[src/rtl/core_boot_loader.sv]
// core_boot_loader
// ----------------
// Stream-fed program loader that sits in front of riscv_core. It receives a
// framed program image on a valid/ready word stream and writes it into the
// core's instruction memory. It then pulses pc_we/pc_i to start the core at
// the load address.
//
// Frame layout: MAGIC, byte base address, word count N, N data words
// (and, with BOOT_CHECKSUM_EN defined, one trailing checksum word equal to
// base ^ N ^ data[0] ^ ... ^ data[N-1]).
//
// Optional feature macro: BOOT_CHECKSUM_EN (checksum word plus S_CSUM state).
//
// Ports:
//   clk, rst_n            clock, asynchronous active-low reset
//   s_valid/s_ready/s_data  input word stream
//   reload                leave RUN or ERROR and return to IDLE
//   imem_we/addr/wdata    instruction memory write port (1-cycle latency)
//   pc_we/pc_i            one-cycle PC load strobe and start address
//   core_run              core released
//   load_err              sticky frame error (cleared by reload)
//   loaded_cnt            words written in the current frame
module core_boot_loader #(
  parameter int          DATA_WIDTH = 32,
  parameter int          IMEM_DEPTH = 1024,
  parameter logic [31:0] MAGIC      = 32'hB007_C0DE,
  localparam int         IDX_W      = $clog2(IMEM_DEPTH)
) (
  input  logic                  clk,
  input  logic                  rst_n,
  input  logic                  s_valid,
  output logic                  s_ready,
  input  logic [DATA_WIDTH-1:0] s_data,
  input  logic                  reload,
  output logic                  imem_we,
  output logic [IDX_W-1:0]      imem_addr,
  output logic [DATA_WIDTH-1:0] imem_wdata,
  output logic                  pc_we,
  output logic [DATA_WIDTH-1:0] pc_i,
  output logic                  core_run,
  output logic                  load_err,
  output logic [IDX_W:0]        loaded_cnt
);

  typedef enum logic [2:0] {
    S_IDLE,
    S_ADDR,
    S_COUNT,
    S_DATA,
`ifdef BOOT_CHECKSUM_EN
    S_CSUM,
`endif
    S_LAUNCH,
    S_RUN,
    S_ERROR
  } state_t;

  // State entered once the payload is complete.
`ifdef BOOT_CHECKSUM_EN
  localparam state_t S_POST = S_CSUM;
`else
  localparam state_t S_POST = S_LAUNCH;
`endif

  state_t                state_reg, state_next;
  logic [DATA_WIDTH-1:0] base_reg, base_next;
  logic [IDX_W:0]        remaining_reg, remaining_next;
  logic [IDX_W:0]        loaded_cnt_reg, loaded_cnt_next;
  logic                  s_ready_reg, s_ready_next;
  logic                  imem_we_reg, imem_we_next;
  logic [IDX_W-1:0]      imem_addr_reg, imem_addr_next;
  logic [DATA_WIDTH-1:0] imem_wdata_reg, imem_wdata_next;
  logic                  pc_we_reg, pc_we_next;
  logic [DATA_WIDTH-1:0] pc_i_reg, pc_i_next;
  logic                  core_run_reg, core_run_next;
  logic                  load_err_reg, load_err_next;
`ifdef BOOT_CHECKSUM_EN
  logic [DATA_WIDTH-1:0] csum_reg, csum_next;
`endif

  logic                  hs;
  logic [IDX_W-1:0]      base_idx;
  logic [DATA_WIDTH-1:0] room;

  assign hs       = s_valid && s_ready_reg;
  // Only meaningful once base has passed the range check in S_ADDR.
  assign base_idx = base_reg[IDX_W+1:2];
  assign room     = DATA_WIDTH'(IMEM_DEPTH) - DATA_WIDTH'(base_idx);

  always_ff @(posedge clk or negedge rst_n) begin
    if (!rst_n) begin
      state_reg      <= S_IDLE;
      base_reg       <= '0;
      remaining_reg  <= '0;
      loaded_cnt_reg <= '0;
      s_ready_reg    <= 1'b0;
      imem_we_reg    <= 1'b0;
      imem_addr_reg  <= '0;
      imem_wdata_reg <= '0;
      pc_we_reg      <= 1'b0;
      pc_i_reg       <= '0;
      core_run_reg   <= 1'b0;
      load_err_reg   <= 1'b0;
`ifdef BOOT_CHECKSUM_EN
      csum_reg       <= '0;
`endif
    end else begin
      state_reg      <= state_next;
      base_reg       <= base_next;
      remaining_reg  <= remaining_next;
      loaded_cnt_reg <= loaded_cnt_next;
      s_ready_reg    <= s_ready_next;
      imem_we_reg    <= imem_we_next;
      imem_addr_reg  <= imem_addr_next;
      imem_wdata_reg <= imem_wdata_next;
      pc_we_reg      <= pc_we_next;
      pc_i_reg       <= pc_i_next;
      core_run_reg   <= core_run_next;
      load_err_reg   <= load_err_next;
`ifdef BOOT_CHECKSUM_EN
      csum_reg       <= csum_next;
`endif
    end
  end

  always_comb begin
    state_next      = state_reg;
    base_next       = base_reg;
    remaining_next  = remaining_reg;
    loaded_cnt_next = loaded_cnt_reg;
    imem_we_next    = 1'b0;
    imem_addr_next  = imem_addr_reg;
    imem_wdata_next = imem_wdata_reg;
    pc_i_next       = pc_i_reg;
`ifdef BOOT_CHECKSUM_EN
    csum_next       = csum_reg;
`endif

    case (state_reg)
      S_IDLE: begin
        if (hs && s_data == DATA_WIDTH'(MAGIC)) state_next = S_ADDR;
      end
      S_ADDR: begin
        if (hs) begin
          base_next = s_data;
          if (s_data[1:0] != 2'b00 || (s_data >> 2) >= DATA_WIDTH'(IMEM_DEPTH))
            state_next = S_ERROR;
          else
            state_next = S_COUNT;
        end
      end
      S_COUNT: begin
        if (hs) begin
`ifdef BOOT_CHECKSUM_EN
          csum_next = base_reg ^ s_data;
`endif
          // Bounding N by the room above base means the index never wraps.
          if (s_data > room) begin
            state_next = S_ERROR;
          end else if (s_data == '0) begin
            state_next = S_POST;
          end else begin
            remaining_next = s_data[IDX_W:0];
            state_next     = S_DATA;
          end
        end
      end
      S_DATA: begin
        if (hs) begin
          imem_we_next    = 1'b1;
          imem_addr_next  = base_idx + loaded_cnt_reg[IDX_W-1:0];
          imem_wdata_next = s_data;
          loaded_cnt_next = loaded_cnt_reg + 1'b1;
          remaining_next  = remaining_reg - 1'b1;
`ifdef BOOT_CHECKSUM_EN
          csum_next       = csum_reg ^ s_data;
`endif
          if (remaining_reg == 1) state_next = S_POST;
        end
      end
`ifdef BOOT_CHECKSUM_EN
      S_CSUM: begin
        if (hs) state_next = (s_data == csum_reg) ? S_LAUNCH : S_ERROR;
      end
`endif
      S_LAUNCH: state_next = S_RUN;
      S_RUN:    if (reload) state_next = S_IDLE;
      S_ERROR:  if (reload) state_next = S_IDLE;
      default:  state_next = S_IDLE;
    endcase

    // Every return to IDLE starts a fresh frame count.
    if (state_next == S_IDLE) loaded_cnt_next = '0;
    if (state_next == S_LAUNCH) pc_i_next = base_reg;

    // Status outputs are registered copies of the state being entered.
    s_ready_next  = (state_next == S_IDLE) || (state_next == S_ADDR) ||
                    (state_next == S_COUNT) || (state_next == S_DATA)
`ifdef BOOT_CHECKSUM_EN
                    || (state_next == S_CSUM)
`endif
                    ;
    pc_we_next    = (state_next == S_LAUNCH);
    core_run_next = (state_next == S_RUN);
    load_err_next = (state_next == S_ERROR);
  end

  assign s_ready    = s_ready_reg;
  assign imem_we    = imem_we_reg;
  assign imem_addr  = imem_addr_reg;
  assign imem_wdata = imem_wdata_reg;
  assign pc_we      = pc_we_reg;
  assign pc_i       = pc_i_reg;
  assign core_run   = core_run_reg;
  assign load_err   = load_err_reg;
  assign loaded_cnt = loaded_cnt_reg;

endmodule

[config.mk]
export PLATFORM = sky130hd
export DESIGN_NAME = core_boot_loader
export DESIGN_NICKNAME = d
export VERILOG_FILES = /design/src/rtl/core_boot_loader.sv
export SDC_FILE = /design/constraint.sdc
export NUM_CORES = 1
export LEC_CHECK = 0
export CAP_MARGIN = 20
export CORE_MARGIN = 1.5
export CORE_UTILIZATION = 40
export CTS_CLUSTER_SIZE = 30
export DETAILED_ROUTE_END_ITERATION = 8
export GPL_TIMING_DRIVEN = 0
export MAX_ROUTING_LAYER = met4
export PLACE_DENSITY = 0.68
export SLEW_MARGIN = 40
export SYNTH_ARGS = -nofsm -noshare
export SYNTH_HDL_FRONTEND = slang
export SYNTH_SLANG_ARGS = --single-unit
[constraint.sdc]
create_clock -name clk -period 5.1 [get_ports clk]
set_input_delay 0.51 -clock clk [delete_from_list [all_inputs] [get_ports clk]]
set_output_delay 0.51 -clock clk [all_outputs]
set_load 0.05 [all_outputs]
==> Word-level counts from Yosys, hierarchy flattened <==
Cells that the tools add are included.
{ "totals": {"ff_bits": 136, "in_bits": 36, "out_inout_bits": 90, "word_cells": 74} }
{ "classes": {"add_sub_neg": 4, "order_cmp": 2, "eq_ne": 18, "n_mux": 20, "reduce_logical": 18} }
{ "ops": {"columns": ["cell", "n"], "rows": [
  ["$mux W11", 7],
  ["$eq A32 B32 Y1 const B", 1],
  ["$gt A32 B32 Y1", 1],
  ["$logic_not A32 Y1", 1],
  ["$ge A30 B11 Y1 const B", 1],
  ["$mux W3", 9],
  ["$pmux W11 S2", 1],
  ["$eq A3 B3 Y1 const B", 6],
  ["$pmux W3 S6", 1],
  ["$eq A3 B2 Y1 const B", 4],
  ["$sub A11 B10 Y12 const A", 1],
  ["$add A11 B1 Y11 const B", 1],
  ["$eq A11 B1 Y1 const B", 1],
  ["$sub A11 B1 Y11 const B", 1],
  ["$add A10 B10 Y10", 1],
  ["$ne A2 B2 Y1 const B", 4],
  ["$reduce_bool A2 Y1", 4],
  ["$eq A3 B1 Y1 const B", 2],
  ["$logic_not A3 Y1", 2],
  ["$reduce_and A2 Y1", 3],
  ["$reduce_and A5 Y1", 1],
  ["$logic_or A1 B1 Y1", 4],
  ["$logic_and A1 B1 Y1", 2],
  ["$mux W1", 2],
  ["$reduce_or A2 Y1", 1]
]} }

==> Logic depth before layout (Yosys ltp) <==
{ "logic_depth": {"word_depth": 9, "depth_mapped": 14} }

==> Worst setup path before layout <==
OpenSTA, ideal clock, no wires.
{ "synth_timing": {"path_kind": "register to register", "startpoint": "register base_reg[6]", "endpoint": "register pc_i_reg[8] (netlist: pc_i[8])", "setup_ns": 0.128, "arrival_time_ns": 3.342, "required_ns": 4.972, "setup_slack_ns": 1.631, "stages_incl_launch_ff": 14, "period_less_slack_ns": 3.469, "path_cell_list": "dfrtp_1 nor4_1 nand2_1 nor4_1 xor2_1 ha_1 a21o_1 a21oi_1 nand2_1 o32a_1 o221a_2 a211oi_4 buf_6 mux2_1"} }
{ "synth_via": {"elab_chain_len": 6} }
{ "synth_rtl": {"columns": ["element", "line_no", "text"], "rows": [
  ["from (decl)", "66", "logic [DATA_WIDTH-1:0] base_reg, base_next;"],
  ["from (signal assigned)", "109", "base_reg <= base_next;"],
  ["$sub A11 B10 Y12", "88", "assign room = DATA_WIDTH'(IMEM_DEPTH) - DATA_WIDTH'(base_idx);"],
  ["$gt A32 B32 Y1", "158", "if (s_data > room) begin"],
  ["$mux W3", "158", null],
  ["$mux W3", "153", "if (hs) begin"],
  ["$pmux W3 S6", "139", "case (state_reg)"],
  ["$eq A3 B3 Y1", "194", "if (state_next == S_LAUNCH) pc_i_next = base_reg;"],
  ["to (signal assigned)", "117", "pc_i_reg <= pc_i_next;"],
  ["to (decl)", "74", "logic [DATA_WIDTH-1:0] pc_i_reg, pc_i_next;"]
]} }
Every way passes these cells.
A chain may end at the register's enable or synchronous reset.

==> Worst setup path after layout <==
{ "layout_timing": {"startpoint": "register base_reg[6]", "endpoint": "register pc_i_reg[19] (netlist: pc_i[19])"} }
The elaborated chain is that of the path after synthesis.

==> metrics.md <==
| Metric | Value |
|---|---|
| Largest stage delay, worst path | `500 ps` |
| Via-per-instance ratio | `5.20` |
| Critical path cell sequence | `nor4_1 -> nand2_1 -> nor4_1 -> xor2_1 -> ha_1 -> a21o_1 -> a21oi_1 -> nand2_1 -> o32a_1 -> o221a_2 -> a211oi_4 -> buf_6 -> mux2_1` |
| CTS root buffer | `clkbuf_16` |
| Peak VDD IR | `0.000231 V` |
| Final period util | `78.9%` |
| Routed Antenna Nets | `0` |
| CP endpoint kind | `flop` |
| Setup crit start kind | `flop` |
| Post-CTS Setup Bufs | `0` |
| Ys async rst share | `100%` |
| CTS Buffer Depth | `2` |
| Nets@finish | `830` |
| Max Used Layer | `met4` |
| Cells on worst reg2reg path | `13` |
| Status | `complete, no violations` |
| EDFF count, synth | `0` |
| Syn Inst Count | `623` |
| First-pass GRT wire length | `27500 µm` |
| Cts bufs inserted | `17` |
| TritonCTS Sinks | `136` |
| Lkg Pwr | `0.00407 µW` |
| Setup TNS | `0 ps` |
| Flop2flop setup slack | `1070 ps` |
| Worst Skew | `8.52 ps` |
| Crit path time final | `4030 ps` |
| CP top delay family | `compound AO/OA/AOI/OAI gates` |
| Clock latency on the worst-skew pair | `420 ps` |
| Headroom to the max-slew limit | `56.7%` |
| Initial antenna violation count | `0` |
| Cell variety after synth | `50` |
| Peak Freq | `248 MHz` |
| Metal-1 WL | `7600 µm` |
| Routed met3 length | `810 µm` |
| Largest net degree at the start of global routing | `79` |
| Worst path slowest cell | `nor4_1` |
| Max-Cap Viols | `0` |
| IO buf count | `125` |
| GRT Util Overall | `22.2%` |
| CTS H-tree lvls | `4` |
| Unrepaired setup endpoints after global routing | `no` |
| Pwr dens | `372 nW/µm²` |
| Post-Syn Nets | `684` |
| First-pass iteration count of the detailed router | `5` |
| Core Util, Final | `54.5%` |
| Post-DP HPWL | `12600 µm` |
| Die height | `130 µm` |
| DR vias | `5180` |
| Synth warn | `0` |
| Worst Setup Slack, final | `1070 ps` |
| Critical path depth in cells | `13` |
| Worst-margin pin slew | `649 ps` |
| Finished Layout Cells | `997` |
| Wirelength per Cell | `17.3 µm` |
| Worst path buffer plus inverter count | `1` |
| Post-CTS Resized | `0` |
| Placed insts | `966` |
| Final Max Tran Viols | `0` |
| Synth-to-layout area growth | `33.9%` |
| Initial DRC count | `380` |
| Vias in the first global route | `5253` |
| Reg clk slew, reported paths | `60 ps` |
| DR DRC count | `0` |
| Pre-CTS setup slack | `1060 ps` |
| Met2 wire len | `8430 µm` |
| Main flop type after synthesis | `dfrtp_1` |
| Fin. Hold Viols | `0` |
| Post-Syn Area | `6440 µm²` |
| Maximum fanout along the worst path | `10` |
| Filler Cell Count | `1337` |
| CP Class | `reg2reg` |
| Worst Hold Class | `in2async` |
| WHS | `87.6 ps` |
| CTS tree | `built` |
| WP data arrival | `4330 ps` |
| Drt total wl | `17300 µm` |
| End of the worst register-to-register path | `pc_i[19]` |
| CP required | `5400 ps` |
| Gpl congestion | `0.869` |
| Seq/Total Area, Yosys | `52.9%` |
| Final setup viols | `0` |
| Syn avg cell area | `10.3 µm²` |
| # rows | `46` |
| Remaining Overflow, GRT | `0` |
| Inserted Diodes | `0` |
| Initial Utilization | `40.7%` |
| Layout cells sized above 1 | `9.48%` |
| Hold_buf cts | `0` |
| Full die area | `16900 µm²` |
| Crit Reg-Reg Startpoint | `base_reg[6]` |
| I/O pin cnt | `126` |
| Seq cells post-synth | `136` |
| Die Span X | `130 µm` |
| Area of the core | `15800 µm²` |
==> routing by layer <==
metal  vias to the layer above  track usage, %
met5                         -               -
li1                       2439               -
met4                         0            9.93
met2                       152            35.3
met1                      2563            27.4
met3                        26            4.59
==> synth_stat cells (2+ instances only) <==
library cell    n  area [µm²]
nor4b_1         2        17.5
nor2_1         54         203
xor2_1         16         140
inv_1          16        60.1
mux2_1         30         338
o221a_2         2        22.5
mux2i_1         2        20.0
nand2_1       134         503
o22a_1          3        26.3
xnor2_1         8        70.1
nand2b_1        2        12.5
o21ai_0        29         145
o211ai_1        2        15.0
buf_6           3        33.8
ha_1           24         300
dfrtp_1       136        3400
nor3_1         14        70.1
o31ai_1         4        30.0
a31oi_1         3        18.8
nand3b_1        5        37.5
buf_1           3        11.3
nor4_1          9        56.3
nand3_1        13        65.1
nand4_1         7        43.8
mux2_2         31         349
nor2b_1         3        18.8
a21oi_1        18        90.1
a211oi_1        3        22.5
and2_1          6        37.5
a21boi_0        2        15.0
a21o_1          2        15.0
clkbuf_1       18        67.6
a22oi_1         2        15.0
==> how the worst max path moves through the flow <==
| stage | startpoint | endpoint | slack (ps) |
|---|---|---|---|
| after floorplan | base_reg[6] | pc_i[8] | 1630 |
| after global placement | rst_n | core_run | -1680 |
| after detailed placement | base_reg[6] | pc_i[17] | 1060 |
| after CTS | base_reg[6] | pc_i[17] | 1060 |
| after global routing | base_reg[6] | pc_i[11] | 730 |
| final | base_reg[6] | pc_i[19] | 1070 |
==> cell families after synthesis <==
logic type	Yosys count	share of synthesized area (%)
compound gates	77	7.54
fa+ha+maj	25	4.98
simple gates	258	17.7
xor+xnor	24	3.27
buf+inv	40	2.68
mux	63	11.0
flops	136	52.9
==> placed cells by master, fill, tap and decap left out, drive strengths merged, types with 3 or more instances in the layout <==
cell type      Yosys  final
dfrtp            136    136
nand2            134    134
clkdlybuf4s50      0    124
mux2              61     61
nor2              54     54
clkbuf            18     36
o21ai             29     29
ha                24     24
inv               16     20
a21oi             18     18
xor2              16     16
nor3              15     15
nand3             13     13
nor4               9      9
buf                6      9
xnor2              8      8
nand4              7      7
and2               6      6
nand3b             5      5
o31ai              4      4
a211oi             4      4
nor2b              3      3
a31oi              3      3
o22a               3      3
bufinv             0      3
clkinvlp           0      3
clkinv             0      3
==> power breakdown <==
part           internal, µW  switching, µW  total (µW)
logic                   294            340         633
clock network           772            483        1250
registers              1200            116        1320
==> metrics by stage <==
stage / total power [µW] / cell area (µm²)
after detailed placement: 1970 / 8020
after global routing: 3350 / 8620
after floorplan: 1740 / 6440
after global placement: 1930 / 7960
final: 3210 / 8620
after CTS: 3230 / 8620
==> cell type report <==
cell class | count | area (µm²) | area share, %
clock buffers | 18 | 429 | 4.98
multi-input cells | 447 | 2860 | 33.2
inverters | 16 | 60.1 | 0.697
clock inverters | 13 | 170 | 1.97
repair buffers | 127 | 1310 | 15.2
plain buffers | 24 | 113 | 1.31
flip-flops and latches | 136 | 3400 | 39.5
well taps | 216 | 270 | 3.14
(Power assumes the default switching activity.)
==> edit 1, RTL diff (same settings) <==
The 7 states of `state_t` get a one-hot encoding in 7 bits.
--- a/src/rtl/core_boot_loader.sv
+++ b/src/rtl/core_boot_loader.sv
@@ -44,7 +44,7 @@
 
-  typedef enum logic [2:0] {
-    S_IDLE,
-    S_ADDR,
-    S_COUNT,
-    S_DATA,
+  typedef enum logic [6:0] {
+    S_IDLE   = 7'b0000001,
+    S_ADDR   = 7'b0000010,
+    S_COUNT  = 7'b0000100,
+    S_DATA   = 7'b0001000,
 `ifdef BOOT_CHECKSUM_EN
@@ -52,5 +52,5 @@
 `endif
-    S_LAUNCH,
-    S_RUN,
-    S_ERROR
+    S_LAUNCH = 7'b0010000,
+    S_RUN    = 7'b0100000,
+    S_ERROR  = 7'b1000000
   } state_t;
Behaviour: same outputs for any inputs over 4 cycles, from zero or initial values and one cycle with rst_n low; so few cycles prove little.
==> edit 1 against the original RTL <==
Design area up 5.1%. Critical endpoint is now s_ready$_DFF_PN0_. Synthesized area up 7.0%. Via count up 5.5%. Sequential cell count up 4. Clock skew down 2.0 ps. Maximum frequency up 15%. Worst setup slack better by 520 ps. Wire length up 5.8%. Cell count up 2.6%. Critical path type unchanged. Highest routed layer unchanged.
Power is not compared: it rests on default switching activity, and its combinational part moved more than twofold at a synthesized area within 25%.
==> edit 1: results (changes against the original RTL) <==
[outcome]
status = finished clean  ; unchanged

[layout]
nNonClkInverters = 13  ; was 16
clkCellAreaFrac_pct = 6.728  ; was 6.954%
multiInputGateArea_sq_um = 3183  ; was 2861 sq um
n_fill_cell = 1452  ; was 1337
area_growth_pct = 31.48  ; was 33.88%
seqCellArea_sq_um = 3505  ; was 3403 sq um
buffers_excl_clock = 152  ; was 151
multiInputCombCellCount = 466  ; was 447
final_nets = 851  ; was 830

[detailed_routing]
dr_wl_met3_mm = 1.355  ; was 810 um
drtIter0Drc = 431  ; was 380
met1Wirelength_mm = 8.036  ; was 7.596 mm
wl_per_cell_um = 17.85  ; was 17.31 um
wl_met2_mm = 8.479  ; was 8.429 mm

[critical_path]
crit_arrival_ps = 3790  ; was 4330 ps
critPathMaxFanout = 6  ; was 10
reg2reg_depth = 12  ; was 13
crit_family = simple AND/OR/NAND/NOR gates  ; was compound AO/OA/AOI/OAI gates

[logic_synthesis]
synthTopCellsByArea = dfrtp_1, nand2_1, mux2_4, mux2_2, ha_1  ; was dfrtp_1, nand2_1, mux2_2, mux2_1, ha_1
synth_fa_ha_area_share_pct = 4.650  ; was 4.976%
synth_nets = 706  ; was 684
ys_ff_latch = 140  ; was 136
ys_seq_area_share_pct = 50.88  ; was 52.87%
synthXorXnorAreaFrac_pct = 3.815  ; was 3.265%
synth_cells = 645  ; was 623

[global_route]
grt_pass1_wl_mm = 29.59  ; was 27.47 mm
grt_max_degree = 78  ; was 79
grt_pass1_vias = 5667  ; was 5253

[timing]
fin_worst_skew_ps = 6.563  ; was 8.522 ps
worst_slew_pin_slew_ps = 769.2  ; was 648.8 ps

[placed_design]
hpwlAfterDp_mm = 13.16  ; was 12.64 mm

-- edit 1: cell types whose count changed after synthesis, sizes merged, moves of 4 or more --
cell	unedited run	this run
a21o	2	8
buf	6	12
clkbuf	18	14
nand4	7	13
nor2	54	44
o21ai	29	34
or3	0	4
xor2	16	21
-- edit 1: path summary, 6_finish.rpt --
path                                         endpoint  slack [ps]                        from
max in group asynchronous    imem_addr[5]$_DFFE_PN0P_        4320                       rst_n
min in group clk           imem_wdata[19]$_DFFE_PN0P_         480  imem_wdata[19]$_DFFE_PN0P_
min reg2reg                imem_wdata[19]$_DFFE_PN0P_         480  imem_wdata[19]$_DFFE_PN0P_
max reg2reg                         s_ready$_DFF_PN0_        1600     base_reg[6]$_DFFE_PN0P_
max                                 s_ready$_DFF_PN0_        1600     base_reg[6]$_DFFE_PN0P_
min                              pc_i[15]$_DFFE_PN0P_          20                       rst_n
==> edit 2, RTL diff (same flow settings) <==
Made on the original files. Add a define of `BOOT_CHECKSUM_EN`.
--- a/src/rtl/core_boot_loader.sv
+++ b/src/rtl/core_boot_loader.sv
@@ -22,2 +22,4 @@
 //   loaded_cnt            words written in the current frame
+`define BOOT_CHECKSUM_EN
+
 module core_boot_loader #(
Function: changed (Yosys sat finds a counterexample within 10 cycles, from zero or initial values and one cycle with rst_n low).
==> edit 2 against the original RTL <==
Sequential share of layout area fell by 2.0 points. Count of clock-buffer cells in the layout rose by 4. Wire length rose by 51%. Sequential cell count rose by 32. Cell count rose by 35%. Critical path type unchanged. Synthesized area rose by 39%. Core utilization fell by 3.2 points. Total power rose by 140%. Worst setup slack got worse by 100 ps. Design area rose by 30%. Die area rose by 38%.
==> edit 2: results (changes against the original RTL) <==
[critical_path]
reg2reg_from = base_reg[4]$_DFFE_PN0P_  ; was base_reg[6]$_DFFE_PN0P_
worst_path_max_delay_cell = dfrtp_1  ; was nor4_1
crit_arrival_ps = 4450  ; was 4330 ps
critPathMaxFanout = 10  ; unchanged
criticalPathCategory = flip-flop to flip-flop  ; unchanged
timing.reg2reg.setup_slack_ps = 970  ; was 1070 ps
slowest_delay_ps = 490
crit_family = simple AND/OR/NAND/NOR gates  ; was compound AO/OA/AOI/OAI gates

[layout]
seq_share_pct = 37.50  ; was 39.49%
clkCellAreaFrac_pct = 5.257  ; was 6.954%
n_fill_cell = 2049  ; was 1337
multiInputCombCellCount = 648  ; was 447
final_nets = 1119  ; was 830
diodes = 0  ; unchanged
nonClkBufAreaFrac_pct = 13.67  ; was 16.52%
drive_gt1_share_pct = 10.65  ; was 9.475%
multi_input_area_share_pct = 38.97  ; was 33.20%
clockBufferCount = 22  ; was 18
nNonClkInverters = 44  ; was 16
buffers_excl_clock = 179  ; was 151

[clocking]
cts-root-buf = clkbuf_16  ; unchanged
insertion_delay_ps = 440  ; was 420 ps
clkSlewWorstSetupHoldPaths_ps = 70
htree_levels = 4  ; unchanged
cts_made_buffers = 17  ; unchanged

[logic_synthesis]
synth_compound_area_share_pct = 16.44  ; was 7.541%
synth_fa_ha_area_share_pct = 3.573  ; was 4.976%
ys_seq_area_share_pct = 46.90  ; was 52.87%
ys.warnings.count = 0  ; unchanged
ys_top_cells_by_count = dfrtp_1, nand2_1, o21ai_0  ; was dfrtp_1, nand2_1, nor2_1
synth_cells = 913  ; was 623
synthXorXnorAreaFrac_pct = 5.276  ; was 3.265%
synth_nets = 974  ; was 684
ys_types = 58  ; was 50
synthMuxAreaShare_pct = 9.115  ; was 10.98%
ys_ff_latch = 168  ; was 136
async_reset_ff_share_pct = 100.0  ; unchanged
synthTopCellsByArea = dfrtp_1, o21ai_0, a21oi_1, mux2_4, nand2_1  ; was dfrtp_1, nand2_1, mux2_2, mux2_1, ha_1

[detailed_routing]
wl_per_cell_um = 19.27  ; was 17.31 um
vias_per_cell = 5.544  ; was 5.196
drt_wl_total_mm = 26.01  ; was 17.26 mm
drtIter0Drc = 541  ; was 380
first_pass_iters = 5  ; unchanged

[outcome]
status = finished clean  ; unchanged

[min_path]
hp-start = s_data[14]
hold_class = input port to flip-flop  ; was input port to async pin

[global_route]
grt_pass1_wl_mm = 41.97  ; was 27.47 mm
antenna_found_initial = 0  ; unchanged
grt_usage_pct = 23.50  ; was 22.19%
grt_max_degree = 59  ; was 79
grt_pass1_vias = 7469  ; was 5253

[placed_design]
port_buffers = 123  ; was 125
hpwlAfterDp_mm = 18.96  ; was 12.64 mm
place_congestion = 0.9120  ; was 0.8691
place_area_sq_um = 10610  ; was 8019 sq um
dp_cells = 1318  ; was 966

[timing]
max_slew_margin_pct = 51.70  ; was 56.75%
fin_worst_skew_ps = 11.94  ; was 8.522 ps

[power]
ir_drop_v = 0.0003444  ; was 0.0002314 V
leakage_nw = 4.856  ; was 4.072 nW

edit 2: cell types whose count changed in the layout (fill, tap and decap cells not counted), moves of 20 or more:
cell	before	now
inv_1	16	44
o21ai_0	29	96
mux2_4	0	29
nor2_1	54	34
nand2_1	134	108
nor3_1	14	40
mux2_1	30	0
xnor2_1	8	38
a21oi_1	18	87
clkbuf_1	19	41
o22a_1	3	32
dfrtp_1	136	168
edit 2: stage by stage:
stage	hold slack (ps)	util, %	worst slack, ps	power (mW)
after detailed placement	460.4	48.47	970.0	6.366
final	450.1	51.21	974.7	7.672
after global routing	468.5	51.21	649.7	8.131
after floorplan	214.4	-	1532	5.118
after global placement	461.1	48.17	-3582	6.286
after CTS	457.6	51.21	951.9	7.703
edit 2: path summary, 6_finish.rpt:
| kind | endpoint | cells after the start |
|---|---|---|
| max reg2reg | pc_i[19]$_DFFE_PN0P_ | 15 |
| max in group asynchronous | pc_i[19]$_DFFE_PN0P_ | 4 |
| min reg2reg | imem_addr[4]$_DFFE_PN0P_ | 2 |
| min in group asynchronous | loaded_cnt[7]$_DFFE_PN0P_ | 2 |
| min | imem_wdata[14]$_DFFE_PN0P_ | 3 |
| max | pc_i[19]$_DFFE_PN0P_ | 15 |
edit 2: per-layer routing:
metal  share of wire, %  global-route usage (%)  up-vias
li1                   -                       -     3519
met1                 45                   31.01     3703
met2                 48                   36.44      223
met3                5.0                   4.437       39
met4                2.2                   7.692        0
met5                  0                       -        -
edit 2: power breakdown:
group	total, mW	switching, mW	leakage, nW	internal [mW]
Clock	1.32	0.554	0.283	0.762
Combinational	3.93	2.36	2.50	1.58
Sequential	2.42	0.509	2.07	1.91
Total	7.67	3.42	4.86	4.25
edit 2: repair_timing:
item,4_1_cts,5_1_grt
hold endpoints to repair,2,0
hold buffers,1,0
gates resized for setup,0,0
